## config.mk

```make
export PLATFORM = sky130hd
export DESIGN_NAME = reaction_timer_core_flat
export DESIGN_NICKNAME = d
export VERILOG_FILES = /design/src/rtl/reaction_timer_core_if.sv /design/src/rtl/reaction_timer_core.sv /design/src/flat_wrapper.sv
export SDC_FILE = /design/constraint.sdc
export NUM_CORES = 1
export LEC_CHECK = 0
export BUFFER_PORTS_ARGS = -buffer_cell sky130_fd_sc_hd__buf_2
export CAP_MARGIN = 15
export CORE_UTILIZATION = 35
export CTS_CLUSTER_DIAMETER = 150
export CTS_CLUSTER_SIZE = 14
export DETAILED_ROUTE_END_ITERATION = 12
export GPL_ROUTABILITY_DRIVEN = 0
export PLACE_DENSITY = 0.62
export SLEW_MARGIN = 5
export SYNTH_ARGS = -nofsm -noshare
export SYNTH_HDL_FRONTEND = slang
export SYNTH_SLANG_ARGS = --single-unit
```

## constraint.sdc

```tcl
create_clock -name clk -period 1.84 [get_ports clk]
set_input_delay 0.092 -clock clk [delete_from_list [all_inputs] [get_ports clk]]
set_output_delay 0.092 -clock clk [all_outputs]
set_load 0.02 [all_outputs]
```

## src/rtl/reaction_timer_core_if.sv

```systemverilog
// Button inputs and measurement/status outputs of the reaction timer core.
// slave is the core's view, master the driver/consumer's view.
interface reaction_timer_core_if;
   logic        start;
   logic        stop;
   logic [19:0] hex_number;
   logic        led_on;
   logic        busy;
   logic        false_start;
   logic        done;

   modport slave  (input  start, stop,
                   output hex_number, led_on, busy, false_start, done);
   modport master (output start, stop,
                   input  hex_number, led_on, busy, false_start, done);
endinterface

```

## src/rtl/reaction_timer_core.sv

```systemverilog
// Reaction-time engine: random wait, stimulus LED, then a millisecond count
// until stop. Result is held on hex_number for the BCD/7-segment path.
module reaction_timer_core #(
   parameter int unsigned TICK_DIV     = 50000,
   parameter int unsigned MAX_COUNT    = 999999,
   parameter int unsigned MIN_DELAY_MS = 1000,
   parameter logic [15:0] LFSR_SEED    = 16'hACE1
) (
   input  logic                  clk,
   input  logic                  reset,
   reaction_timer_core_if.slave  bus
);

   localparam int unsigned PW  = (TICK_DIV > 1) ? $clog2(TICK_DIV) : 1;
   localparam int unsigned MSW = 12;
   localparam int unsigned HW  = 20;
   localparam logic [PW-1:0] PRESC_LAST = PW'(TICK_DIV - 1);
   localparam logic [HW-1:0] HEX_MAX    = HW'(MAX_COUNT);
   localparam logic [MSW-1:0] DELAY_MIN = MSW'(MIN_DELAY_MS);

   typedef enum logic [2:0] {
      S_IDLE,
      S_WAIT,
      S_TIMING,
      S_DONE,
      S_FALSE
   } state_t;

   state_t         r_state;
   state_t         w_state_next;
   logic           r_start_q;
   logic           r_stop_q;
   logic           w_start_rise;
   logic           w_stop_rise;
   logic [15:0]    r_lfsr;
   logic           w_lfsr_fb;
   logic [PW-1:0]  r_presc;
   logic [PW-1:0]  w_presc_next;
   logic           w_tick;
   logic [MSW-1:0] r_ms;
   logic [MSW-1:0] r_delay;
   logic           w_delay_hit;
   logic [HW-1:0]  r_hex;
   logic           w_led_on;
   logic           w_busy;
   logic           w_false_start;
   logic           w_done;
   logic           r_led_on;
   logic           r_busy;
   logic           r_false_start;
   logic           r_done;

   assign w_start_rise = bus.start & ~r_start_q;
   assign w_stop_rise  = bus.stop  & ~r_stop_q;
   assign w_lfsr_fb    = r_lfsr[0] ^ r_lfsr[2] ^ r_lfsr[3] ^ r_lfsr[5];
   assign w_tick       = (r_presc == PRESC_LAST);
   assign w_presc_next = w_tick ? '0 : r_presc + PW'(1);
   assign w_delay_hit  = (r_ms == r_delay);

   // State register
   always_ff @(posedge clk) begin
      if (reset) begin
         r_state <= S_IDLE;
      end else begin
         r_state <= w_state_next;
      end
   end

   // Next-state logic; stop takes priority over start except when idle
   always_comb begin
      w_state_next = r_state;
      case (r_state)
         S_IDLE, S_DONE, S_FALSE: begin
            if (w_start_rise) w_state_next = S_WAIT;
         end
         S_WAIT: begin
            if (w_stop_rise)      w_state_next = S_FALSE;
            else if (w_delay_hit) w_state_next = S_TIMING;
         end
         S_TIMING: begin
            if (w_stop_rise) w_state_next = S_DONE;
         end
         default: w_state_next = S_IDLE;
      endcase
   end

   // Status decode from the next state so the registered flags track r_state
   always_comb begin
      w_led_on      = 1'b0;
      w_busy        = 1'b0;
      w_false_start = 1'b0;
      w_done        = 1'b0;
      case (w_state_next)
         S_WAIT:   w_busy        = 1'b1;
         S_TIMING: begin
            w_busy   = 1'b1;
            w_led_on = 1'b1;
         end
         S_DONE:   w_done        = 1'b1;
         S_FALSE:  w_false_start = 1'b1;
         default:  ;
      endcase
   end

   // Registered status outputs
   always_ff @(posedge clk) begin
      if (reset) begin
         r_led_on      <= 1'b0;
         r_busy        <= 1'b0;
         r_false_start <= 1'b0;
         r_done        <= 1'b0;
      end else begin
         r_led_on      <= w_led_on;
         r_busy        <= w_busy;
         r_false_start <= w_false_start;
         r_done        <= w_done;
      end
   end

   // Edge detect, free-running LFSR, prescaler, ms counter and result
   always_ff @(posedge clk) begin
      if (reset) begin
         r_start_q <= 1'b0;
         r_stop_q  <= 1'b0;
         r_lfsr    <= LFSR_SEED;
         r_presc   <= '0;
         r_ms      <= '0;
         r_delay   <= '0;
         r_hex     <= '0;
      end else begin
         r_start_q <= bus.start;
         r_stop_q  <= bus.stop;
         r_lfsr    <= {w_lfsr_fb, r_lfsr[15:1]};
         case (r_state)
            S_IDLE, S_DONE, S_FALSE: begin
               if (w_start_rise) begin
                  r_delay <= DELAY_MIN + MSW'(r_lfsr[10:0]);
                  r_presc <= '0;
                  r_ms    <= '0;
                  r_hex   <= '0;
               end
            end
            S_WAIT: begin
               if (!w_stop_rise) begin
                  if (w_delay_hit) begin
                     r_presc <= '0;
                     r_hex   <= '0;
                  end else begin
                     r_presc <= w_presc_next;
                     if (w_tick) r_ms <= r_ms + MSW'(1);
                  end
               end
            end
            S_TIMING: begin
               // A tick landing on the stop edge is deliberately dropped
               if (!w_stop_rise) begin
                  r_presc <= w_presc_next;
                  if (w_tick && (r_hex < HEX_MAX)) r_hex <= r_hex + HW'(1);
               end
            end
            default: ;
         endcase
      end
   end

   assign bus.hex_number  = r_hex;
   assign bus.led_on      = r_led_on;
   assign bus.busy        = r_busy;
   assign bus.false_start = r_false_start;
   assign bus.done        = r_done;

endmodule

```

## src/flat_wrapper.sv

```systemverilog
// flat-port wrapper written by rule: the top's interface ports become plain ports
module reaction_timer_core_flat 
#(
   parameter int unsigned TICK_DIV     = 50000,
   parameter int unsigned MAX_COUNT    = 999999,
   parameter int unsigned MIN_DELAY_MS = 1000,
   parameter logic [15:0] LFSR_SEED    = 16'hACE1
)
  (clk, reset, bus_start, bus_stop, bus_hex_number, bus_led_on, bus_busy, bus_false_start, bus_done);
  reaction_timer_core_if bus_i ();
  input  logic clk;
  input  logic reset;
  input wire logic [$bits(bus_i.start)-1:0] bus_start;
  input wire logic [$bits(bus_i.stop)-1:0] bus_stop;
  output wire logic [$bits(bus_i.hex_number)-1:0] bus_hex_number;
  output wire logic [$bits(bus_i.led_on)-1:0] bus_led_on;
  output wire logic [$bits(bus_i.busy)-1:0] bus_busy;
  output wire logic [$bits(bus_i.false_start)-1:0] bus_false_start;
  output wire logic [$bits(bus_i.done)-1:0] bus_done;
  assign bus_i.start = bus_start;
  assign bus_i.stop = bus_stop;
  assign bus_hex_number = bus_i.hex_number;
  assign bus_led_on = bus_i.led_on;
  assign bus_busy = bus_i.busy;
  assign bus_false_start = bus_i.false_start;
  assign bus_done = bus_i.done;
  reaction_timer_core #(.TICK_DIV(TICK_DIV), .MAX_COUNT(MAX_COUNT), .MIN_DELAY_MS(MIN_DELAY_MS), .LFSR_SEED(LFSR_SEED)) u_core (.clk(clk), .reset(reset), .bus(bus_i));
endmodule
```

==> reports/metrics.csv, run 1 <==
metric;value;unit
status;finished with violations;
violated checks;negative setup slack;
Worst Tran Pin Value;0.5756;ns
# DRC;0;
area leader, netlist;dfxtp_1;
H-Tree Depth;3;
post-DP HPWL;7397;um
Mapped Area;4105;um^2
most common flop cell mapped by yosys;dfxtp_1;
initial core utilization;35.95;%
Seq/Total Area, Yosys;41.45;%
Max Used Layer;met4;
leakage;0.002422;uW
clock-pin slew on the worst setup and hold paths;0.06;ns
WS Path Type;reg2reg;
die area;12170;um^2
Tmin final;1.961;ns
DR vias/cell;5.313;
HP Start;reset;
antenna viol nets, final;0;
total gr overflow;0;
Seq cells post-synth;85;
Die Ht;110.3;um
crit share post-route;106.6;%
WL final;11530;um
core area;11420;um^2
CTS tree;yes;
count of different cell masters after synthesis;56;
clock skew after layout;0.005080;ns
global-route wire length before repair;17840;um
switching pwr;1168;uW
Initial DRC Count;174;
initial antenna violation count;0;
Nets;612;
CTS sink cnt;85;
Async SR Flop Fraction;0;%
YS warnings;0;
Int Power;3490;uW
Met1 Wirelength;5167;um
Inst Count DP;715;
final std cells w/o fill;751;
top cell type's share of synthesized area;41.45;%
clock share of power;42.5;%
final setup fails;28;
Post-Syn Nets;480;
worst min path class;in2reg;
CP Data Required Time;2.07;ns
via count;3990;
CP Launch Point;u_core.bus.hex_number[10]$_SDFFE_PP0P_;
Clk Latency, worst-skew pair;0.34;ns
Ports;28;
crit end category;register;
Final Hold Viols;0;
WP data arrival;2.19;ns
DR WL/cell;15.36;um
Num CTS Buffers;9;
largest net degree at the start of global routing;32;
Antenna Cells;0;
router iterations before antenna repair;4;
most common library cells after synthesis;85 x dfxtp_1, 48 x nor2_1, 38 x nand2_1, 25 x a21oi_1, 23 x nand3_1;
routed wl met2;5667;um
total power;4658;uW
EDFF count, synth;0;
WHS;0.07898;ns
Bufs on Longest Clock Path;2;
reg2reg start;u_core.bus.hex_number[10]$_SDFFE_PP0P_;
ranking of synthesized cells by area;dfxtp_1 41%, nor2_1 4.4%, xor2_1 4.1%, xnor2_1 3.8%, nand2_1 3.5%;
Post-Syn Instances;472;
RSZ-0062 raised after global routing;yes;
Final Worst Setup Slack;-0.1208;ns
share of layout cells above drive strength 1;42.76;%
syn avg cell area;8.697;um^2
routed wl met3;481;um
Port Buf Inserts;27;
CP startpoint kind;register;
Worst VDD drop;0.0007572;V
power density over cell area;772.4;nW/um^2
Logic pwr share;15.9;%
Seq pwr share;41.6;%
switch share;25.07;%
root buf cell;clkbuf_16;
crit-path max FO;4;
Final Max Slew Viols;0;
fmax;510.0;MHz
FILL cells;1030;
GR Util All Layers;19.15;%
vias in the first global route;3746;
synthesis-to-finish area growth;46.91;%
max cap viols;0;
Rel. slew slack;61.55;%
Cell Rows;39;
Die X;110.3;um
most frequent cell after synthesis;dfxtp_1;
-- cells in the final DEF, fill, tap and decap left out, types with 4 or more instances in the layout --
cell type  synthesis  layout
buf_4              0      94
dfxtp_1           85      54
nor2_1            48      42
nand2_1           38      35
buf_2              7      28
dfxtp_2            0      26
nand4_1           22      22
nand3_1           23      21
a21oi_1           25      21
xor2_1            19      19
buf_6              2      15
nor2b_1           15      13
o31ai_1           14      12
o211ai_1          11      11
xnor2_1           18      11
or2_2             11      11
o21ai_0           14      10
clkbuf_16          0      10
and3_1            10       9
nor3_1             8       8
xnor2_2            0       7
inv_1              6       6
a21o_1             6       6
or3_1              6       5
or4_1              6       5
nor2_2             0       5
dfxtp_4            0       5
a21oi_2            0       4
and4_1             5       4
a211oi_1           4       4
a211o_1            4       4
-- power groups by stage --
stage               logic [uW]  registers (uW)  clock network, uW
global route               785            1950               2080
global placement           483            1970                  0
finish                     739            1940               1980
CTS                        605            1940               2020
detailed placement         493            1980                  0
floorplan                  297            1970                  0
-- stage by stage --
step	utilization (%)	TNS, ns	setup slack [ns]	cell area (um^2)
after detailed placement	44.65	-2.915	-0.1731	5099
after CTS	50.09	-1.019	-0.1107	5719
after floorplan	-	-0.5064	-0.08729	4175
after global placement	44.65	-1.126	-0.1061	5099
final	52.82	-1.777	-0.1208	6031
after global routing	52.82	-5.453	-0.2493	6031
-- area by class of cell --
cell class	instances	area (um^2)	area share, %
clock inverters	5	85.08	1.411
inverters	7	26.28	0.4357
flip-flops and latches	85	1753	29.07
repair buffers	143	1127	18.69
clock buffers	10	239.0	3.963
well taps	143	178.9	2.967
multi-input cells	358	2621	43.46
-- cells by family (layout without fill, tap and decap cells) --
logic type | Yosys count | in the layout | share of synthesized area, %
adder cells (fa/ha/maj) | 4 | 4 | 1.219
AO/OA/AOI/OAI | 101 | 101 | 17.19
buffers and inverters | 29 | 165 | 3.231
XOR/XNOR | 37 | 37 | 7.894
AND/OR/NAND/NOR | 215 | 215 | 28.77
flip-flops | 85 | 85 | 41.45
multiplexers | 1 | 1 | 0.2438
-- per-layer routing --
| metal | track usage, % | up-vias |
|---|---|---|
| met5 | 0 | - |
| met4 | 6.767 | 0 |
| met3 | 4.644 | 23 |
| met2 | 31.85 | 86 |
| met1 | 24.05 | 1900 |
| li1 | - | 1981 |
-- state kept, by name (all words and copies together), names as in the netlist, 3 cells and up --
| name | cells |
|---|---|
| u_core.r_state | 3 |
| u_core.r_presc | 16 |
| u_core.bus.hex_number | 20 |
| u_core.r_ms | 12 |
| u_core.r_delay | 12 |
| u_core.r_lfsr | 16 |
-- critical path, cell delays in order, from the launching register on --
cell and delay, ns:
dfxtp_2 0.34, nor4_4 0.28, o211ai_1 0.23, a211oi_4 0.28, o221ai_2 0.15, and2_4 0.17, buf_4 0.14, a211o_1 0.25
-- repair_timing --
item	in CTS	in global routing
gates cloned	1	2
gates resized for setup	40	65
endpoints found under the hold margin	2	0
setup buffers	13	9
pin swaps	31	37
setup endpoints to repair	32	49
hold buffers	2	0
-- path summary, 6_finish.rpt --
check,endpoint,slack [ns],cells after the start
setup / recovery,u_core.bus.hex_number[17]$_SDFFE_PP0P_,-0.12,7
setup reg to reg,u_core.bus.hex_number[17]$_SDFFE_PP0P_,-0.12,7
hold reg to reg,u_core.r_lfsr[11]$_SDFF_PP1_,0.41,1
hold / removal,u_core.r_state[0]$_SDFF_PP0_,0.08,2
Note: power is estimated with default switching activity, not from simulation.
==> run 2, diff against run 1 <==
--- a/config.mk
+++ b/config.mk
@@ -7,12 +7,15 @@
 export LEC_CHECK = 0
 export BUFFER_PORTS_ARGS = -buffer_cell sky130_fd_sc_hd__buf_2
 export CAP_MARGIN = 15
+export CELL_PAD_IN_SITES_DETAIL_PLACEMENT = 1
+export CELL_PAD_IN_SITES_GLOBAL_PLACEMENT = 1
 export CORE_UTILIZATION = 35
 export CTS_CLUSTER_DIAMETER = 150
 export CTS_CLUSTER_SIZE = 14
 export DETAILED_ROUTE_END_ITERATION = 12
 export GPL_ROUTABILITY_DRIVEN = 0
-export PLACE_DENSITY = 0.62
+export PLACE_DENSITY = 0.74
+export SKIP_CTS_REPAIR_TIMING = 1
 export SLEW_MARGIN = 5
 export SYNTH_ARGS = -nofsm -noshare
 export SYNTH_HDL_FRONTEND = slang
==> reports/metrics.csv, run 2 (synthesis results as in run 1) <==
metric;value;unit;change
total power;4338;uW;was 4658 uW
Rel. slew slack;59.19;%;was 61.55%
DR vias/cell;5.573;;was 5.313
Num CTS Buffers;9;;unchanged
FILL cells;1337;;was 1030
end of the critical path;u_core.bus.hex_number[18]$_SDFFE_PP0P_;;was u_core.bus.hex_number[17]$_SDFFE_PP0P_
CP cell instances;ha_4 > nand4_1 > o211ai_1 > buf_4 > a21oi_2 > o211ai_1 > buf_4 > nor3_2 > a211o_1;;was nor4_4 > o211ai_1 > a211oi_4 > o221ai_2 > and2_4 > buf_4 > a211o_1
GR Util All Layers;22.46;%;was 19.15%
CTS tree;yes;;unchanged
max FFs per register;20;;unchanged
Worst Reg-to-Reg Cells;9;;was 7
violated checks;negative hold slack, negative setup slack;;was negative setup slack
global-route wire length before repair;20610;um;was 17840 um
RSZ-0062 raised after global routing;yes;;unchanged
largest net degree at the start of global routing;32;;unchanged
Slowest cell on crit path;dfxtp_4;;was dfxtp_2
CTS sink cnt;85;;unchanged
crit end category;register;;unchanged
crit-path max FO;8;;was 4
Die Ht;110.3;um;unchanged
synthesis-to-finish area growth;39.50;%;was 46.91%
final setup fails;39;;was 28
Ports;28;;unchanged
WHS;-0.006682;ns;was 0.07898 ns
Initial DRC Count;202;;was 174
power density over cell area;757.4;nW/um^2;was 772.4 nW/um^2
initial core utilization;35.95;%;unchanged
WL final;13610;um;was 11530 um
total gr overflow;0;;unchanged
die area;12170;um^2;unchanged
switching pwr;1198;uW;was 1168 uW
vias in the first global route;4218;;was 3746
Antenna Cells;0;;unchanged
share of layout cells above drive strength 1;38.23;%;was 42.76%
root buf cell;clkbuf_16;;unchanged
Int Power;3140;uW;was 3490 uW
Tmin final;2.098;ns;was 1.961 ns
CP startpoint kind;register;;unchanged
antenna viol nets, final;0;;unchanged
crit share post-route;114.0;%;was 106.6%
FF-to-FF setup slack;-0.26;ns;was -0.12 ns
# DRC;0;;unchanged
Seq pwr share;44.7;%;was 41.6%
clock-pin slew on the worst setup and hold paths;0.07;ns;was 0.06 ns
Port Buf Inserts;27;;unchanged
via count;4135;;was 3990
Clk Latency, worst-skew pair;0.35;ns;was 0.34 ns
worst path bufs/invs;2;;was 1
WP data arrival;2.33;ns;was 2.19 ns
commonest non-fill, non-tap cell in the layout;buf_4;;unchanged
CP Depth;9;;was 7
Worst VDD drop;0.0009008;V;was 0.0007572 V
commonest non-fill, non-tap cells in the layout;95 x buf_4, 64 x dfxtp_1, 43 x nor2_1, 37 x nand2_1, 27 x buf_2;;was 94 x buf_4, 54 x dfxtp_1, 42 x nor2_1, 35 x nand2_1, 28 x buf_2
clock share of power;41.0;%;was 42.5%
CP peak stage delay;0.37;ns;was 0.34 ns
fmax;476.6;MHz;was 510.0 MHz
reg2reg start;u_core.bus.hex_number[0]$_SDFFE_PP0P_;;was u_core.bus.hex_number[10]$_SDFFE_PP0P_
Worst Tran Pin Value;0.6109;ns;was 0.5756 ns
WS Path Type;reg2reg;;unchanged
Die X;110.3;um;unchanged
post-DP HPWL;8965;um;was 7397 um
reg-to-reg endpoint;u_core.bus.hex_number[18]$_SDFFE_PP0P_;;was u_core.bus.hex_number[17]$_SDFFE_PP0P_
Final Worst Setup Slack;-0.2581;ns;was -0.1208 ns
crit-path leading delay family;compound AO/OA/AOI/OAI gates;;unchanged
Bufs on Longest Clock Path;2;;unchanged
Nets;602;;was 612
DR WL/cell;18.35;um;was 15.36 um
core area;11420;um^2;unchanged
leakage;0.002285;uW;was 0.002422 uW
Inst Count DP;716;;was 715
initial antenna violation count;0;;unchanged
status;finished with violations;;unchanged
H-Tree Depth;3;;unchanged
Cell Rows;39;;unchanged
router iterations before antenna repair;4;;unchanged
Logic pwr share;14.3;%;was 15.9%
CP Launch Point;u_core.bus.hex_number[0]$_SDFFE_PP0P_;;was u_core.bus.hex_number[10]$_SDFFE_PP0P_
clock skew after layout;0.007236;ns;was 0.005080 ns
Final Hold Viols;1;;was 0
final std cells w/o fill;742;;was 751
CP Data Required Time;2.08;ns;was 2.07 ns
switch share;27.61;%;was 25.07%
Final Max Slew Viols;0;;unchanged
max cap viols;0;;unchanged
worst min path class;in2reg;;unchanged
## run 2: final cells by class
type,instances,area (um^2),area share [%]
Timing Repair Buffer,133,989.7,17.28
Sequential cell,85,1738,30.35
Clock inverter,5,42.54,0.7428
Tap cell,143,178.9,3.124
Clock buffer,11,242.7,4.239
Multi-Input combinational cell,358,2509,43.81
Inverter,7,26.28,0.4588
## run 2: worst register-to-register path, delay by kind of cell (launching register included)
family | cells | cell delay (ns)
adder cells (fa/ha/maj) | 1 | 0.14
AND/OR/NAND/NOR | 2 | 0.27
AO/OA/AOI/OAI | 4 | 0.77
flip-flops | 1 | 0.37
buffers and inverters | 2 | 0.43
## run 2: through the flow
stage	hold slack (ns)	cell area (um^2)	worst slack [ns]	setup TNS, ns	util (%)
3_3_place_gp	0.3395	5119	-0.1379	-1.688	44.83
5_1_grt	0.002524	5727	-0.3210	-10.02	50.15
6_report	-0.006682	5727	-0.2581	-4.800	50.15
4_1_cts	-0.01522	5404	-0.3476	-7.832	47.33
2_1_floorplan	0.2202	4175	-0.08729	-0.5064	-
3_5_place_dp	0.3502	5119	-0.2481	-4.915	44.83
## run 2: power groups by stage
| stage | Clock (uW) | Sequential, uW | Combinational (uW) |
|---|---|---|---|
| finish | 1780 | 1940 | 618 |
| global route | 1890 | 1950 | 666 |
| CTS | 1820 | 1940 | 517 |
| detailed placement | 0 | 1980 | 508 |
| global placement | 0 | 1980 | 480 |
| floorplan | 0 | 1970 | 297 |
## run 2: how the worst min path moves through the flow
stage	slack, ns	start	end	cells after the start
after floorplan	0.22	bus_start	u_core.r_start_q$_SDFF_PP0_	1
after global placement	0.34	bus_start	u_core.r_start_q$_SDFF_PP0_	2
after detailed placement	0.35	bus_stop	u_core.r_stop_q$_SDFF_PP0_	2
after CTS	-0.02	bus_stop	u_core.r_stop_q$_SDFF_PP0_	2
after global routing	0.003	bus_start	u_core.r_start_q$_SDFF_PP0_	2
final	-0.007	bus_start	u_core.r_start_q$_SDFF_PP0_	2
## run 2: per-layer routing
metal  up-vias  wire (um)  global-route usage, %
met5         -          0                      0
li1       1963          -                      -
met4         0        313                  6.673
met3        28        571                  5.996
met1      2069       5692                  25.97
met2        75       7036                  40.28
==> run 3, diff against run 2 <==
--- a/config.mk
+++ b/config.mk
@@ -5,6 +5,7 @@
 export SDC_FILE = /design/constraint.sdc
 export NUM_CORES = 1
 export LEC_CHECK = 0
+export ABC_AREA = 1
 export BUFFER_PORTS_ARGS = -buffer_cell sky130_fd_sc_hd__buf_2
 export CAP_MARGIN = 15
 export CELL_PAD_IN_SITES_DETAIL_PLACEMENT = 1
@@ -14,7 +15,7 @@
 export CTS_CLUSTER_SIZE = 14
 export DETAILED_ROUTE_END_ITERATION = 12
 export GPL_ROUTABILITY_DRIVEN = 0
-export PLACE_DENSITY = 0.74
+export PLACE_DENSITY = 0.78
 export SKIP_CTS_REPAIR_TIMING = 1
 export SLEW_MARGIN = 5
 export SYNTH_ARGS = -nofsm -noshare
==> reports/metrics.csv, run 3 <==
metric;value;unit;change
max FFs per register;20;;unchanged
initial antenna violation count;0;;unchanged
crit-path max FO;8;;unchanged
commonest non-fill, non-tap cell in the layout;nand2_1;;was buf_4
clock-pin slew on the worst setup and hold paths;0.07;ns;about the same
CP Data Required Time;2.06;ns;was 2.08 ns
FF-to-FF setup slack;0.02;ns;was -0.26 ns
CP startpoint kind;register;;unchanged
fmax;548.9;MHz;was 476.6 MHz
final setup fails;0;;was 39
fin util;45.54;%;was 50.15%
end of the critical path;u_core.bus.hex_number[19]$_SDFFE_PP0P_;;was u_core.bus.hex_number[18]$_SDFFE_PP0P_
status;finished with violations;;unchanged
area leader, netlist;dfxtp_1;;unchanged
core area;13240;um^2;was 11420 um^2
crit share post-route;99.01;%;was 114.0%
Post-Syn Instances;716;;was 472
Worst VDD drop;0.0004198;V;was 0.0009008 V
Cell Rows;42;;was 39
Clk Latency, worst-skew pair;0.36;ns;was 0.35 ns
WP data arrival;2.05;ns;was 2.33 ns
clock skew after layout;0.01263;ns;was 0.007236 ns
WL final;14910;um;was 13610 um
Num CTS Buffers;9;;unchanged
Seq cells post-synth;85;;unchanged
Port Buf Inserts;27;;unchanged
power density over cell area;818.1;nW/um^2;was 757.4 nW/um^2
via count;4877;;was 4135
die area;14090;um^2;was 12170 um^2
synthesis-to-finish area growth;26.54;%;was 39.50%
worst min path class;in2reg;;unchanged
WHS;-0.01405;ns;was -0.006682 ns
Worst Reg-to-Reg Cells;11;;was 9
CTS tree;yes;;unchanged
syn avg cell area;6.656;um^2;was 8.697 um^2
top cell type's share of synthesized area;35.70;%;was 41.45%
share of layout cells above drive strength 1;23.96;%;was 38.23%
Final Max Slew Viols;0;;unchanged
total gr overflow;0;;unchanged
Tmin final;1.822;ns;was 2.098 ns
leakage;0.002453;uW;was 0.002285 uW
Initial DRC Count;209;;was 202
ranking of synthesized cells by area;dfxtp_1 36%, nand2_1 13%, nor2_1 9.5%, nand3_1 6.9%, inv_1 5.7%;;was dfxtp_1 41%, nor2_1 4.4%, xor2_1 4.1%, xnor2_1 3.8%, nand2_1 3.5%
Die Ht;118.7;um;was 110.3 um
H-Tree Depth;3;;unchanged
# DRC;0;;unchanged
Rel. slew slack;57.87;%;was 59.19%
most common library cells after synthesis;169 x nand2_1, 121 x nor2_1, 85 x dfxtp_1, 73 x inv_1, 66 x nand3_1;;was 85 x dfxtp_1, 48 x nor2_1, 38 x nand2_1, 25 x a21oi_1, 23 x nand3_1
global-route wire length before repair;23810;um;was 20610 um
crit end category;register;;unchanged
most common flop cell mapped by yosys;dfxtp_1;;unchanged
Post-Syn Nets;724;;was 480
DR vias/cell;5.012;;was 5.573
Final Hold Viols;1;;unchanged
Mapped Area;4766;um^2;was 4105 um^2
root buf cell;clkbuf_16;;unchanged
antenna viol nets, final;0;;unchanged
CP Launch Point;u_core.r_presc[1]$_SDFFE_PP0P_;;was u_core.bus.hex_number[0]$_SDFFE_PP0P_
Ports;28;;unchanged
router iterations before antenna repair;5;;was 4
CTS sink cnt;85;;unchanged
DR WL/cell;15.32;um;was 18.35 um
most frequent cell after synthesis;nand2_1;;was dfxtp_1
total power;4934;uW;was 4338 uW
reg-to-reg endpoint;u_core.bus.hex_number[19]$_SDFFE_PP0P_;;was u_core.bus.hex_number[18]$_SDFFE_PP0P_
vias in the first global route;5061;;was 4218
reg2reg start;u_core.r_presc[1]$_SDFFE_PP0P_;;was u_core.bus.hex_number[0]$_SDFFE_PP0P_
commonest non-fill, non-tap cells in the layout;161 x nand2_1, 116 x nor2_1, 75 x dfxtp_1, 72 x inv_1, 57 x nand3_1;;was 95 x buf_4, 64 x dfxtp_1, 43 x nor2_1, 37 x nand2_1, 27 x buf_2
Async SR Flop Fraction;0;%;unchanged
Seq/Total Area, Yosys;35.70;%;was 41.45%
Bufs on Longest Clock Path;2;;unchanged
violated checks;negative hold slack;;was negative hold slack, negative setup slack
Nets;800;;was 602
largest net degree at the start of global routing;38;;was 32
Antenna Cells;0;;unchanged
initial core utilization;35.99;%;was 35.95%
GR Util All Layers;21.09;%;was 22.46%
EDFF count, synth;0;;unchanged
WS Path Type;reg2reg;;unchanged
RSZ-0062 raised after global routing;yes;;unchanged
Worst Tran Pin Value;0.6312;ns;was 0.6109 ns
YS warnings;0;;unchanged
Final Worst Setup Slack;0.01818;ns;was -0.2581 ns
Die X;118.7;um;was 110.3 um
post-DP HPWL;10350;um;was 8965 um
max cap viols;0;;unchanged
Placement Setup Slack;-0.09778;ns;was -0.2481 ns
count of different cell masters after synthesis;35;;was 56
==> run 3: power by group <==
part	switching [uW]	internal, uW
Sequential	113	1960
Clock	799	995
Combinational	638	427
==> run 3: worst max-delay path: stages (launching register included) <==
cell and delay [ns]:
dfxtp_2 0.36, ha_4 0.16, nand2_4 0.06, nor2_4 0.13, nand3_2 0.10, nor2_4 0.12, nand4_1 0.17, nand2_4 0.21
buf_12 0.16, nand2_2 0.09, nand2_2 0.09, a21oi_2 0.05
==> run 3: stage by stage <==
stage | cells | cell area, um^2 | setup TNS, ns
2_1_floorplan | 716 | 4770 | 0
3_3_place_gp | 943 | 5403 | -0.02954
3_5_place_dp | 943 | 5403 | -0.5174
4_1_cts | 959 | 5690 | -1.282
5_1_grt | 973 | 6031 | -0.6738
6_report | 973 | 6031 | 0
==> run 3: how the worst min path moves through the flow <==
stage,to,cells after the start,slack (ns),startpoint
6_report,u_core.r_start_q$_SDFF_PP0_,3,-0.01,bus_start
5_1_grt,u_core.r_start_q$_SDFF_PP0_,3,0.01,bus_start
4_1_cts,u_core.r_stop_q$_SDFF_PP0_,3,-0.05,bus_stop
3_5_place_dp,u_core.r_stop_q$_SDFF_PP0_,3,0.32,bus_stop
3_3_place_gp,u_core.r_stop_q$_SDFF_PP0_,3,0.31,bus_stop
2_1_floorplan,u_core.r_start_q$_SDFF_PP0_,2,0.21,bus_start
==> run 3: cell families (layout without fill, tap and decap cells) <==
group / Yosys count / in the layout / share of synthesized area (%)
flops: 85 / 85 / 35.70
compound gates: 86 / 86 / 11.21
simple gates: 415 / 415 / 38.44
fa+ha+maj: 4 / 4 / 1.050
buf+inv: 102 / 183 / 9.162
mux: 1 / 1 / 0.2100
xor+xnor: 23 / 23 / 4.227
==> run 3: layout make-up <==
class | count | area [um^2]
well taps | 176 | 220.2
fillers | 1712 | 7212
clock inverters | 4 | 31.28
flip-flops and latches | 85 | 1714
inverters | 77 | 289.0
clock buffers | 12 | 256.5
repair buffers | 90 | 755.7
multi-input cells | 529 | 2764
==> run 3: per-layer routing <==
layer  vias up  part of all wire (%)  track usage, %
met2        49                    51           37.46
met5         -                     0               0
li1       2443                     -               -
met1      2364                    45           25.12
met4         0                   1.7           7.278
met3        21                   2.4           4.151
